<file path="src/rtl/fifo_lvl_pkg.sv">
// Shared constants for the level-tracking FIFO: default geometry and level-width rule.
package fifo_lvl_pkg;

  localparam int DEF_DATA_WIDTH    = 8;
  localparam int DEF_LOG_NUM_SLOTS = 4;

  // Occupancy runs 0..NUM_SLOTS inclusive, so it needs one bit more than a pointer.
  function automatic int level_width(input int log_num_slots);
    return log_num_slots + 1;
  endfunction

endpackage

</file>
<file path="src/rtl/fifo_lvl_if.sv">
// Handshake, status and threshold bundle between a FIFO user (master) and fifo_lvl (slave).
interface fifo_lvl_if import fifo_lvl_pkg::*; #(
  parameter int DATA_WIDTH    = DEF_DATA_WIDTH,
  parameter int LOG_NUM_SLOTS = DEF_LOG_NUM_SLOTS
);
  localparam int LVL_W = level_width(LOG_NUM_SLOTS);

  logic [DATA_WIDTH-1:0] data_write;
  logic                  write;
  logic                  full;
  logic                  almost_full;
  logic [DATA_WIDTH-1:0] data_read;
  logic                  next_read;
  logic                  empty;
  logic                  almost_empty;
  logic [LVL_W-1:0]      level;
  logic [LVL_W-1:0]      af_level;
  logic [LVL_W-1:0]      ae_level;
  logic                  overflow;
  logic                  underflow;
  logic                  clear_err;

  modport master (
    output data_write, write, next_read, af_level, ae_level, clear_err,
    input  full, almost_full, data_read, empty, almost_empty, level, overflow, underflow
  );

  modport slave (
    input  data_write, write, next_read, af_level, ae_level, clear_err,
    output full, almost_full, data_read, empty, almost_empty, level, overflow, underflow
  );

endinterface

</file>
<file path="src/rtl/fifo_lvl_ram.sv">
// Simple dual-port storage for fifo_lvl: synchronous write port, asynchronous read port.
module fifo_lvl_ram import fifo_lvl_pkg::*; #(
  parameter int DATA_WIDTH    = DEF_DATA_WIDTH,
  parameter int LOG_NUM_SLOTS = DEF_LOG_NUM_SLOTS
) (
  input  logic                     clk,
  input  logic                     we,
  input  logic [LOG_NUM_SLOTS-1:0] waddr,
  input  logic [DATA_WIDTH-1:0]    wdata,
  input  logic [LOG_NUM_SLOTS-1:0] raddr,
  output logic [DATA_WIDTH-1:0]    rdata
);
  localparam int NUM_SLOTS = 2 ** LOG_NUM_SLOTS;

  logic [DATA_WIDTH-1:0] mem [NUM_SLOTS];

  always_ff @(posedge clk) begin
    if (we) begin
      mem[waddr] <= wdata;
    end
  end

  assign rdata = mem[raddr];

endmodule

</file>
<file path="src/rtl/fifo_lvl.sv">
// First-word-fall-through FIFO with occupancy level, run-time thresholds and optional
// sticky overflow/underflow flags (enabled by defining FIFO_LVL_ERR_FLAGS_EN).
module fifo_lvl import fifo_lvl_pkg::*; #(
  parameter int DATA_WIDTH    = DEF_DATA_WIDTH,
  parameter int LOG_NUM_SLOTS = DEF_LOG_NUM_SLOTS
) (
  input logic       clk,
  input logic       rst,
  fifo_lvl_if.slave bus
);
  localparam int NUM_SLOTS = 2 ** LOG_NUM_SLOTS;
  localparam int LVL_W     = level_width(LOG_NUM_SLOTS);
  localparam logic [LVL_W-1:0] FULL_LVL = LVL_W'(NUM_SLOTS);

  logic [LOG_NUM_SLOTS-1:0] wr_ptr;
  logic [LOG_NUM_SLOTS-1:0] rd_ptr;
  logic [LVL_W-1:0]         level;
  logic                     full;
  logic                     empty;
  logic                     wr_ok;
  logic                     rd_ok;
  logic [DATA_WIDTH-1:0]    ram_rdata;

  // Status flags come from the registered level only, never from the request inputs.
  assign full  = (level == FULL_LVL);
  assign empty = (level == '0);

  // A pop frees the slot in the same edge, so a full FIFO may still take a write.
  assign wr_ok = bus.write && (!full || bus.next_read);
  assign rd_ok = bus.next_read && !empty;

  always_ff @(posedge clk) begin
    if (rst) begin
      wr_ptr <= '0;
      rd_ptr <= '0;
      level  <= '0;
    end else begin
      if (wr_ok) begin
        wr_ptr <= wr_ptr + LOG_NUM_SLOTS'(1);
      end
      if (rd_ok) begin
        rd_ptr <= rd_ptr + LOG_NUM_SLOTS'(1);
      end
      case ({wr_ok, rd_ok})
        2'b10:   level <= level + LVL_W'(1);
        2'b01:   level <= level - LVL_W'(1);
        default: level <= level;
      endcase
    end
  end

  fifo_lvl_ram #(
    .DATA_WIDTH    (DATA_WIDTH),
    .LOG_NUM_SLOTS (LOG_NUM_SLOTS)
  ) u_ram (
    .clk   (clk),
    .we    (wr_ok),
    .waddr (wr_ptr),
    .wdata (bus.data_write),
    .raddr (rd_ptr),
    .rdata (ram_rdata)
  );

  assign bus.data_read    = empty ? '0 : ram_rdata;
  assign bus.full         = full;
  assign bus.empty        = empty;
  assign bus.level        = level;
  assign bus.almost_full  = (level >= bus.af_level);
  assign bus.almost_empty = (level <= bus.ae_level);

`ifdef FIFO_LVL_ERR_FLAGS_EN
  logic overflow;
  logic underflow;

  // A new error in the same cycle as clear_err keeps the flag set.
  always_ff @(posedge clk) begin
    if (rst) begin
      overflow  <= 1'b0;
      underflow <= 1'b0;
    end else begin
      if (bus.write && full && !bus.next_read) begin
        overflow <= 1'b1;
      end else if (bus.clear_err) begin
        overflow <= 1'b0;
      end
      if (bus.next_read && empty) begin
        underflow <= 1'b1;
      end else if (bus.clear_err) begin
        underflow <= 1'b0;
      end
    end
  end

  assign bus.overflow  = overflow;
  assign bus.underflow = underflow;
`else
  logic unused_clear_err;

  assign unused_clear_err = bus.clear_err;
  assign bus.overflow     = 1'b0;
  assign bus.underflow    = 1'b0;
`endif

endmodule

</file>
<file path="src/flat_wrapper.sv">
// flat-port wrapper written by rule: the top's interface ports become plain ports
module fifo_lvl_flat import fifo_lvl_pkg::*;
#(
  parameter int DATA_WIDTH    = DEF_DATA_WIDTH,
  parameter int LOG_NUM_SLOTS = DEF_LOG_NUM_SLOTS
)
  (clk, rst, bus_data_write, bus_write, bus_next_read, bus_af_level, bus_ae_level, bus_clear_err, bus_full, bus_almost_full, bus_data_read, bus_empty, bus_almost_empty, bus_level, bus_overflow, bus_underflow);
  fifo_lvl_if #(.DATA_WIDTH(DATA_WIDTH), .LOG_NUM_SLOTS(LOG_NUM_SLOTS)) bus_i ();
  input logic clk;
  input logic rst;
  input wire logic [$bits(bus_i.data_write)-1:0] bus_data_write;
  input wire logic [$bits(bus_i.write)-1:0] bus_write;
  input wire logic [$bits(bus_i.next_read)-1:0] bus_next_read;
  input wire logic [$bits(bus_i.af_level)-1:0] bus_af_level;
  input wire logic [$bits(bus_i.ae_level)-1:0] bus_ae_level;
  input wire logic [$bits(bus_i.clear_err)-1:0] bus_clear_err;
  output wire logic [$bits(bus_i.full)-1:0] bus_full;
  output wire logic [$bits(bus_i.almost_full)-1:0] bus_almost_full;
  output wire logic [$bits(bus_i.data_read)-1:0] bus_data_read;
  output wire logic [$bits(bus_i.empty)-1:0] bus_empty;
  output wire logic [$bits(bus_i.almost_empty)-1:0] bus_almost_empty;
  output wire logic [$bits(bus_i.level)-1:0] bus_level;
  output wire logic [$bits(bus_i.overflow)-1:0] bus_overflow;
  output wire logic [$bits(bus_i.underflow)-1:0] bus_underflow;
  assign bus_i.data_write = bus_data_write;
  assign bus_i.write = bus_write;
  assign bus_i.next_read = bus_next_read;
  assign bus_i.af_level = bus_af_level;
  assign bus_i.ae_level = bus_ae_level;
  assign bus_i.clear_err = bus_clear_err;
  assign bus_full = bus_i.full;
  assign bus_almost_full = bus_i.almost_full;
  assign bus_data_read = bus_i.data_read;
  assign bus_empty = bus_i.empty;
  assign bus_almost_empty = bus_i.almost_empty;
  assign bus_level = bus_i.level;
  assign bus_overflow = bus_i.overflow;
  assign bus_underflow = bus_i.underflow;
  fifo_lvl #(.DATA_WIDTH(DATA_WIDTH), .LOG_NUM_SLOTS(LOG_NUM_SLOTS)) u_core (.clk(clk), .rst(rst), .bus(bus_i));
endmodule
</file>
<file path="config.mk">
export PLATFORM = sky130hd
export DESIGN_NAME = fifo_lvl_flat
export DESIGN_NICKNAME = d
export VERILOG_FILES = /design/src/rtl/fifo_lvl_pkg.sv /design/src/rtl/fifo_lvl_if.sv /design/src/rtl/fifo_lvl_ram.sv /design/src/rtl/fifo_lvl.sv /design/src/flat_wrapper.sv
export SDC_FILE = /design/constraint.sdc
export NUM_CORES = 1
export LEC_CHECK = 0
export ABC_AREA = 1
export CAP_MARGIN = 5
export CORE_MARGIN = 10
export CORE_UTILIZATION = 40
export CTS_BUF_LIST = sky130_fd_sc_hd__clkbuf_4 sky130_fd_sc_hd__clkbuf_8
export DETAILED_ROUTE_END_ITERATION = 12
export PLACE_DENSITY = 0.6
export SLEW_MARGIN = 20
export SYNTH_ARGS = -nofsm -noshare
export SYNTH_HDL_FRONTEND = slang
export SYNTH_SLANG_ARGS = --single-unit
</file>
<file path="constraint.sdc">
create_clock -name clk -period 2.2 [get_ports clk]
set_input_delay 0.44 -clock clk [delete_from_list [all_inputs] [get_ports clk]]
set_output_delay 0.44 -clock clk [all_outputs]
set_load 0.1 [all_outputs]
</file>
# --- Word-level counts from Yosys, hierarchy flattened ---
# Memories as Yosys holds them, arrays and structs flattened. A register that Yosys moved wholly into a read port is not among the register bits.
# Cells that the tools add are included.
op_classes:
  order_cmp: 2
  n_mux: 6
  add_sub_neg: 4
  reduce_logical: 7
  n_eq_ne: 3
ops:
  columns: ["operator", "n"]
  rows:
  - ["one-hot mux 5 bit (2 select lines)", 1]
  - ["adder 4 x 1 -> 4 bit, second input constant", 2]
  - ["two-way mux 4 bit", 2]
  - ["two-way mux 8 bit", 1]
  - ["adder 5 x 1 -> 5 bit, second input constant", 1]
  - ["equality test 5 bit, second input constant", 1]
  - ["greater-or-equal comparator 5 bit", 1]
  - ["<= comparator 5 bit", 1]
  - ["zero test 5 bit", 1]
  - ["subtractor 5 x 1 -> 5 bit, second input constant", 1]
  - ["equality test 2 x 1 -> 1 bit, second input constant", 1]
  - ["equality test 2 bit, second input constant", 1]
  - ["logical AND 1 bit", 2]
  - ["zero test 1 bit", 2]
  - ["two-way mux 1 bit", 2]
  - ["nonzero test 2 bit", 1]
  - ["logical OR 1 bit", 1]
word_totals:
  ram_bits: 128
  register_bits: 13
  word_cells: 26
  n_memories: 1
memory_table:
  columns: ["memory", "words", "width", "rd", "rd_clocked_by_memory_dff", "wr", "line_no", "rtl"]
  rows:
  - ["u_core.u_ram.mem", 16, 8, 1, 1, 1, "fifo_lvl_ram.sv:15", "logic [DATA_WIDTH-1:0] mem [NUM_SLOTS];"]

# --- Logic depth before layout (Yosys ltp) ---
# Gate-level depths: netlist of run 1.
depth:
  ltp_word: 6
  depth_mapped: 17
  ltp_nobuf: 17

# --- By module ---
# A second synthesis of run 1 with hierarchy kept.
hier_totals:
  hier_cells: 712
  area_unflattened_um2: 6752.7
modules_own_cells:
  columns: ["module", "cells_each", "seq_area_each_um2", "n_inst", "area_each_um2"]
  rows:
  - ["fifo_lvl_ram", 543, 3843.7, 1, 5606.6]
  - ["fifo_lvl", 169, 260.2, 1, 1146.1]

# --- Worst setup path after synthesis of run 1 ---
# OpenSTA, ideal clock, no wires.
synth_timing:
  kind: "register to output"
  from: "register u_core.level[0], in the netlist u_core.bus.level[0]"
  to: "output port bus_almost_full"
  path_slack_ns: -3.151
  required_ns: 1.760
  arrival_time_ns: 4.911
  stages_incl_launch_ff: 4
  cell_sequence: "dfxtp_1 -> inv_1 -> ha_1 -> o311ai_0"
synth_via:
  elab_chain_len: 1
synth_rtl:
  columns: ["item", "line_no", "rtl"]
  rows:
  - ["from (decl)", "fifo_lvl.sv:17", "logic [LVL_W-1:0] level;"]
  - ["from (signal assigned)", "fifo_lvl.sv:45", "2'b10: level <= level + LVL_W'(1);"]
  - ["from (signal assigned)", "fifo_lvl.sv:46", "2'b01: level <= level - LVL_W'(1);"]
  - ["from (signal assigned)", "fifo_lvl.sv:47", "default: level <= level;"]
  - ["greater-or-equal comparator 5 bit", "fifo_lvl.sv:68", "assign bus.almost_full = (level >= bus.af_level);"]
  - ["to (decl)", "flat_wrapper.sv:18", "output wire logic [$bits(bus_i.almost_full)-1:0] bus_almost_full;"]
# Every way passes these cells.

==> results of run 1 <==
cell usage in the layout (no fill, tap or decap), types with 5 or more instances in the layout:
cell	n
sky130_fd_sc_hd__nand3_2	8
sky130_fd_sc_hd__nor2_1	7
sky130_fd_sc_hd__clkbuf_8	17
sky130_fd_sc_hd__ha_4	9
sky130_fd_sc_hd__buf_4	49
sky130_fd_sc_hd__dfxtp_4	6
sky130_fd_sc_hd__inv_2	9
sky130_fd_sc_hd__ha_1	9
sky130_fd_sc_hd__nor3_1	16
sky130_fd_sc_hd__a21oi_1	12
sky130_fd_sc_hd__inv_1	28
sky130_fd_sc_hd__bufinv_16	5
sky130_fd_sc_hd__clkdlybuf4s50_1	12
sky130_fd_sc_hd__buf_12	17
sky130_fd_sc_hd__nand2_1	176
sky130_fd_sc_hd__o21ai_0	6
sky130_fd_sc_hd__dfxtp_1	11
sky130_fd_sc_hd__dlygate4sd2_1	9
sky130_fd_sc_hd__nand3_1	99
sky130_fd_sc_hd__a21oi_4	8
sky130_fd_sc_hd__nand2_2	14
sky130_fd_sc_hd__edfxtp_1	128
metal layers:
metal  global-route usage [%]  vias to the layer above  share of wire, %
met5                        0                        -                 0
met4                     6.89                        0               3.0
met3                     4.58                       33               6.5
met2                     25.4                      153                49
met1                     17.8                     2205                41
li1                         -                     2251                 -
sequential cells by signal, summed over array words and instances, names as in the netlist, named ones only:
register and count:
u_core.u_ram.mem 128, u_core.bus.level 5, u_core.rd_ptr 4, u_core.wr_ptr 4
stage by stage:
stage / total power [mW] / utilization, %
after detailed placement: 8.42 / 47.5
after floorplan: 6.82 / -
after global placement: 8.34 / 47.5
after global routing: 11.9 / 53.4
after CTS: 11.3 / 52.5
final: 11.4 / 53.4
final timing paths:
check,startpoint,endpoint,cells past startpoint
setup reg to reg,u_core.bus.level[2],u_core.bus.level[4],16
setup / recovery,flip-flop,bus_data_read[1],9
hold / removal,u_core.rd_ptr[2],flip-flop,2
hold reg to reg,u_core.rd_ptr[2],flip-flop,2
report_power, final:
| group | internal [mW] | switching (mW) | total (mW) | leakage [nW] |
|---|---|---|---|---|
| sequential | 3.15 | 0.195 | 3.35 | 1.30 |
| combinational | 2.07 | 3.64 | 5.71 | 1.73 |
| clock | 1.36 | 0.988 | 2.35 | 0.222 |
| total | 6.58 | 4.82 | 11.4 | 3.26 |
final cells by class:
type / count / share of cell area, %
multi-input combinational: 391 / 26.6
sequential: 145 / 49.8
tap: 216 / 3.20
timing repair buffer: 95 / 13.1
clock inverter: 14 / 2.53
inverter: 40 / 2.01
clock buffer: 18 / 2.86
worst register-to-register path: cells and delay by family, from the launching register on:
family / cells / cell delay (ps)
and+or+nand+nor: 10 / 1000
DFF: 1 / 380
adders and majority gates: 2 / 380
buffers and inverters: 4 / 160
timing repair:
item                       4_1_cts  5_1_grt
setup buffers                    6        0
gates cloned                     4        3
pin swaps                       16       11
resized for setup               49       18
setup endpoints to repair       10       12
cell families (layout without fill, tap and decap cells):
family / Yosys count / in the layout / synth area share (%)
compound gates: 35 / 35 / 2.97
xor+xnor: 5 / 5 / 0.679
fa+ha+maj: 19 / 19 / 3.69
buf+inv: 68 / 167 / 5.74
flops: 145 / 145 / 64.9
other cells: 1 / 2 / 0.0581
simple gates: 330 / 330 / 22.0
==> metrics.cfg, run 1 <==
[grt]
grt_start_max_net_pins = 33
antenna_found_initial = 0
grt_usage_pct = 15.3
grt-ovfl-total = 0
grt_pass1_wl_mm = 25.4
first_global_vias = 4652

[placement]
postPlaceCellArea_um2 = 7520
dp_worst_setup_slack_ps = -214
port_buffers = 38
detailed_place_hpwl_mm = 10.4
place_congestion = 0.823
placed_instances = 874

[sta]
max_freq_mhz = 412
setup_total_negative_slack_ps = -1650
worst-slew-pin-transition_ps = 640
fin_skew_ps = 11.7
final_max_slew_viol_count = 0
finalSetupViolCount = 8
finalHoldViolations = 0
finalHoldWorstSlack_ps = 499
layout_setup_ws_ps = -227
min_period_ps = 2430
grt_setup_unrepaired = yes
worst_slew_margin_rel_pct = 57.2
finalCritPeriodShare_pct = 110

[worst_setup_path]
cp_data_required_time_ps = 1760
crit_path_cell_trace = buf_12 > clkbuf_16 > nand2_1 > nand3_1 > nand3_2 > nand2_1 > nand2_1 > a21oi_4 > buf_12
worst_setup_path_end_kind = output pin
critical_path_class = reg -> out
crit_fanout = 6
path_common_cell = sky130_fd_sc_hd__nand2_1
ff2ff_setup_slack_ps = 180
crit_arrival_ps = 1990
crit_start_category = flip-flop
timing.critical_path.max_delay_family = buffers and inverters
worst-path-buf-inv = 3
critPathMaxStageDelay_ps = 470
critPathSlowestCell = sky130_fd_sc_hd__dfxtp_4

[final_layout]
post_route_cells_drive_above_1_share_pct = 25.2
combined_area_of_the_multi_input_logic_cells_um2 = 2250
areaGrowthSynthToFinish_pct = 31.1
nNetsFinal = 732
finalNonFillerCells = 919
seqCellArea_um2 = 4210
insertedDiodeCount = 0
filler_cell_count = 1344
stdcell_area_um2 = 8450

[floorplanning]
fp.dieArea_um2 = 21600
start_util_pct = 40.8
die_w_um = 147
core.rowCount = 46
core_um2 = 15800
die_height_um = 147
num_io_pins = 42

[flow_run]
drv_cap = 0

[cts]
ctsRootBufferMaster = sky130_fd_sc_hd__clkbuf_8
clk_path_buf_depth = 2
post_cts_hold_buffer_count = 0
cts-htree-levels = 4
cts_made_buffers = 17
clkLatencyLatePin_ps = 450
clk_transition_reported_paths_ps = 80
cts_tree = built
clkSinkCount = 145

[min_path]
min_path_type = reg -> reg

[logic_synthesis]
synth_sequential_area_ratio_pct = 64.9
synth.lib_cells_used.distinct = 31
synth.top_cells.by_count = sky130_fd_sc_hd__nand2_1 (189), sky130_fd_sc_hd__edfxtp_1 (128), sky130_fd_sc_hd__nand3_1 (107)
yosysMostFrequentCell = sky130_fd_sc_hd__nand2_1
syn_area_um2 = 6450
ys_seq_elements = 145
synth_top_area_share_pct = 59.6
synth-async-reset-ratio_pct = 0
yosysTopAreaCell = sky130_fd_sc_hd__edfxtp_1
synth_ff_type = sky130_fd_sc_hd__edfxtp_1
number_of_enable_flip_flop_cells_after_synthesis = 128
synth_warnings = 0
netlist_instances = 603
avgSynthCellArea_um2 = 10.7
largest_cells_by_area_after_synthesis = sky130_fd_sc_hd__edfxtp_1 (60%), sky130_fd_sc_hd__nand2_1 (11%), sky130_fd_sc_hd__nand3_1 (8.3%), sky130_fd_sc_hd__dfxtp_1 (5.3%), sky130_fd_sc_hd__ha_1 (3.7%)

[routing]
drt_pre_antenna_iters = 5
drt_iter0_drc = 460
wl_per_cell_um = 18.3
final_antenna_net_count = 0
avgViaCountPerCell = 5.05
totalWireLength_mm = 16.8
routed-via-count = 4642
drc = 0

[power_and_ir_drop]
maximum_vdd_drop_mv = 1.03
pwr_density_cell_nw_per_um2 = 1350
p_leak_nw = 3.26

[run_status]
failed_checks = setup timing
outcome = complete, but fails checks

Note: power is estimated with default switching activity, not from simulation.
==> run 2, diff against run 1 <==
GPL_TIMING_DRIVEN = 1   (was default)
==> results of run 2 <==
The final DEF is identical to that of run 1; final timing and power are the same.
==> run 3, diff against run 2 <==
PLACE_DENSITY = 0.58   (was 0.6)
clock period = 2.6 ns   (was 2.2 ns; I/O delays follow)
==> run 3 against run 2 <==
Against the previous run: the flow now finishes without violations; worst hold slack better by 2.0 ps; first-iteration DRC count down 43%; non-clock buffer count down 24; wire length down 7.9%; clock-buffer cell count down 1; core utilization down 3.7 points; clock skew down 2.9 ps; sequential share of layout area up 3.6 points; combinational power down 25%; critical path depth down 3; largest cell class unchanged; highest routed layer unchanged.
==> metrics.cfg, run 3 (synthesis results as in run 1) <==
[run_status]
outcome = finished, final reports clean

[floorplanning]
fp.dieArea_um2 = 21600
num_io_pins = 42
core_um2 = 15800
start_util_pct = 40.8
core.rowCount = 46
die_height_um = 147
die_w_um = 147

[grt]
grt-ovfl-total = 0
antenna_found_initial = 0
first_global_vias = 4391
grt_usage_pct = 14.2
grt_start_max_net_pins = 33
grt_pass1_wl_mm = 24.0

[power_and_ir_drop]
pwr_density_cell_nw_per_um2 = 1120
power_mw = 8.80
maximum_vdd_drop_mv = 1.50
p_leak_nw = 3.04

[final_layout]
regMostFlops = u_core.u_ram.mem
stdcell_area_um2 = 7860
areaGrowthSynthToFinish_pct = 21.9
layout_top_registers = u_core.u_ram.mem x128, u_core.bus.level x5
seqCellArea_um2 = 4190
largest_reg_flops = 128
combined_area_of_the_multi_input_logic_cells_um2 = 2030
most-common-layout-cells = sky130_fd_sc_hd__nand2_1 (187), sky130_fd_sc_hd__edfxtp_1 (128), sky130_fd_sc_hd__nand3_1 (107)
nNetsFinal = 708
filler_cell_count = 1413
layout_commonest_cell = sky130_fd_sc_hd__nand2_1
final_util_pct = 49.7
insertedDiodeCount = 0
post_route_cells_drive_above_1_share_pct = 15.9

[placement]
port_buffers = 38
postPlaceCellArea_um2 = 7350
place_congestion = 0.826
detailed_place_hpwl_mm = 9.66

[cts]
post_cts_hold_buffer_count = 0
clkLatencyLatePin_ps = 440
cts_made_buffers = 17
clkSinkCount = 145
cts_tree = built
ctsRootBufferMaster = sky130_fd_sc_hd__clkbuf_8
clk_transition_reported_paths_ps = 70
clk_path_buf_depth = 2
cts-htree-levels = 4

[routing]
avgViaCountPerCell = 5.10
drt_iter0_drc = 262
drc = 0
final_antenna_net_count = 0
drt_pre_antenna_iters = 5
totalWireLength_mm = 15.5
wl_per_cell_um = 17.3
routed-via-count = 4562

[worst_setup_path]
critical_path_class = in -> out
crit_path_cell_trace = clkdlybuf4s50_1 > inv_1 > ha_1 > nand2_1 > o311ai_4 > buf_12
crit_arrival_ps = 2000
worst_setup_path_end_kind = output pin
critPathMaxStageDelay_ps = 460
r2r_end = u_core.bus.level[4]
timing.critical_path.max_delay_family = buffers and inverters
reg2reg_from = u_core.bus.level[1]
rr_worst_depth = 16
crit_start_category = input pin
cp_data_required_time_ps = 2080
crit_fanout = 3
worst-path-buf-inv = 3
critPathSlowestCell = sky130_fd_sc_hd__clkdlybuf4s50_1
timing.critical_path.depth = 6
ff2ff_setup_slack_ps = 320

[sta]
finalCritPeriodShare_pct = 97.0
max_freq_mhz = 397
fin_skew_ps = 8.83
worst_slew_margin_rel_pct = 48.4
grt_setup_unrepaired = yes
worst-slew-pin-transition_ps = 772
finalHoldViolations = 0
finalSetupViolCount = 0
min_period_ps = 2520
final_max_slew_viol_count = 0
finalHoldWorstSlack_ps = 501

[min_path]
min_path_type = reg -> reg
min_to = u_core.wr_ptr[3]
hold_depth = 2
hp_start = u_core.wr_ptr[3]

[flow_run]
drv_cap = 0

[run 3: changes by cell type in the layout (fill, tap and decap cells not counted), moves of 8 or more]
cell                              previous run  this run
sky130_fd_sc_hd__buf_4                      49        32
sky130_fd_sc_hd__nand2_1                   176       187
sky130_fd_sc_hd__ha_1                        9        19
sky130_fd_sc_hd__clkdlybuf4s50_1            12        21
sky130_fd_sc_hd__dlygate4sd2_1               9         0
sky130_fd_sc_hd__ha_4                        9         0
sky130_fd_sc_hd__nand2_2                    14         5
sky130_fd_sc_hd__inv_1                      28        36
sky130_fd_sc_hd__inv_2                       9         1
sky130_fd_sc_hd__nand3_1                    99       107
sky130_fd_sc_hd__nand3_2                     8         0
[run 3: metal layers]
metal,track usage [%],part of all wire (%)
met1,18.2,44
met2,22.5,49
met3,3.44,5.3
met4,6.05,1.9
met5,0,0
[run 3: repair_timing]
item / CTS / global route
cloned: 1 / 2
buffers inserted: 2 / 0
hold endpoints to repair: 0 / 0
setup endpoints to repair: 8 / 8
pin swaps: 0 / 2
gates resized for setup: 4 / 7
[run 3: worst max-delay path by stage]
stage | endpoint | startpoint
2_1_floorplan | bus_data_read[0] | u_core.bus.level[4]
3_3_place_gp | u_core.bus.level[4] | bus_next_read
3_5_place_dp | u_core.bus.level[4] | bus_next_read
4_1_cts | bus_data_read[1] | flip-flop
5_1_grt | bus_data_read[1] | flip-flop
6_report | bus_almost_full | bus_af_level[4]
[run 3: layout make-up]
type                       instances  share of cell area [%]
timing repair buffer              71                    10.4
multi-input combinational        391                    25.8
clock buffer                      17                    2.98
clock inverter                    15                    1.89
sequential                       145                    53.3
inverter                          40                    2.18
tap                              216                    3.44
[run 3: tightest hold or removal path, delay by kind of cell (launching register included)]
| kind | cells | cell delay (ps) |
|---|---|---|
| flip-flops | 1 | 330 |
| AND/OR/NAND/NOR | 1 | 70 |
| AO/OA/AOI/OAI | 1 | 60 |
[run 3: report_power, final]
group,switching [mW],internal [mW]
clock,0.795,0.922
sequential,0.146,2.65
combinational,2.88,1.40
total,3.82,4.97
[run 3: metrics by stage]
step           instances  worst slack, ps  setup TNS (ps)
2_1_floorplan        604             74.7               0
3_3_place_gp         858             43.9               0
3_5_place_dp         858            -19.0           -19.0
4_1_cts              893             33.1               0
5_1_grt              895            -27.6           -43.6
6_report             895             78.9               0
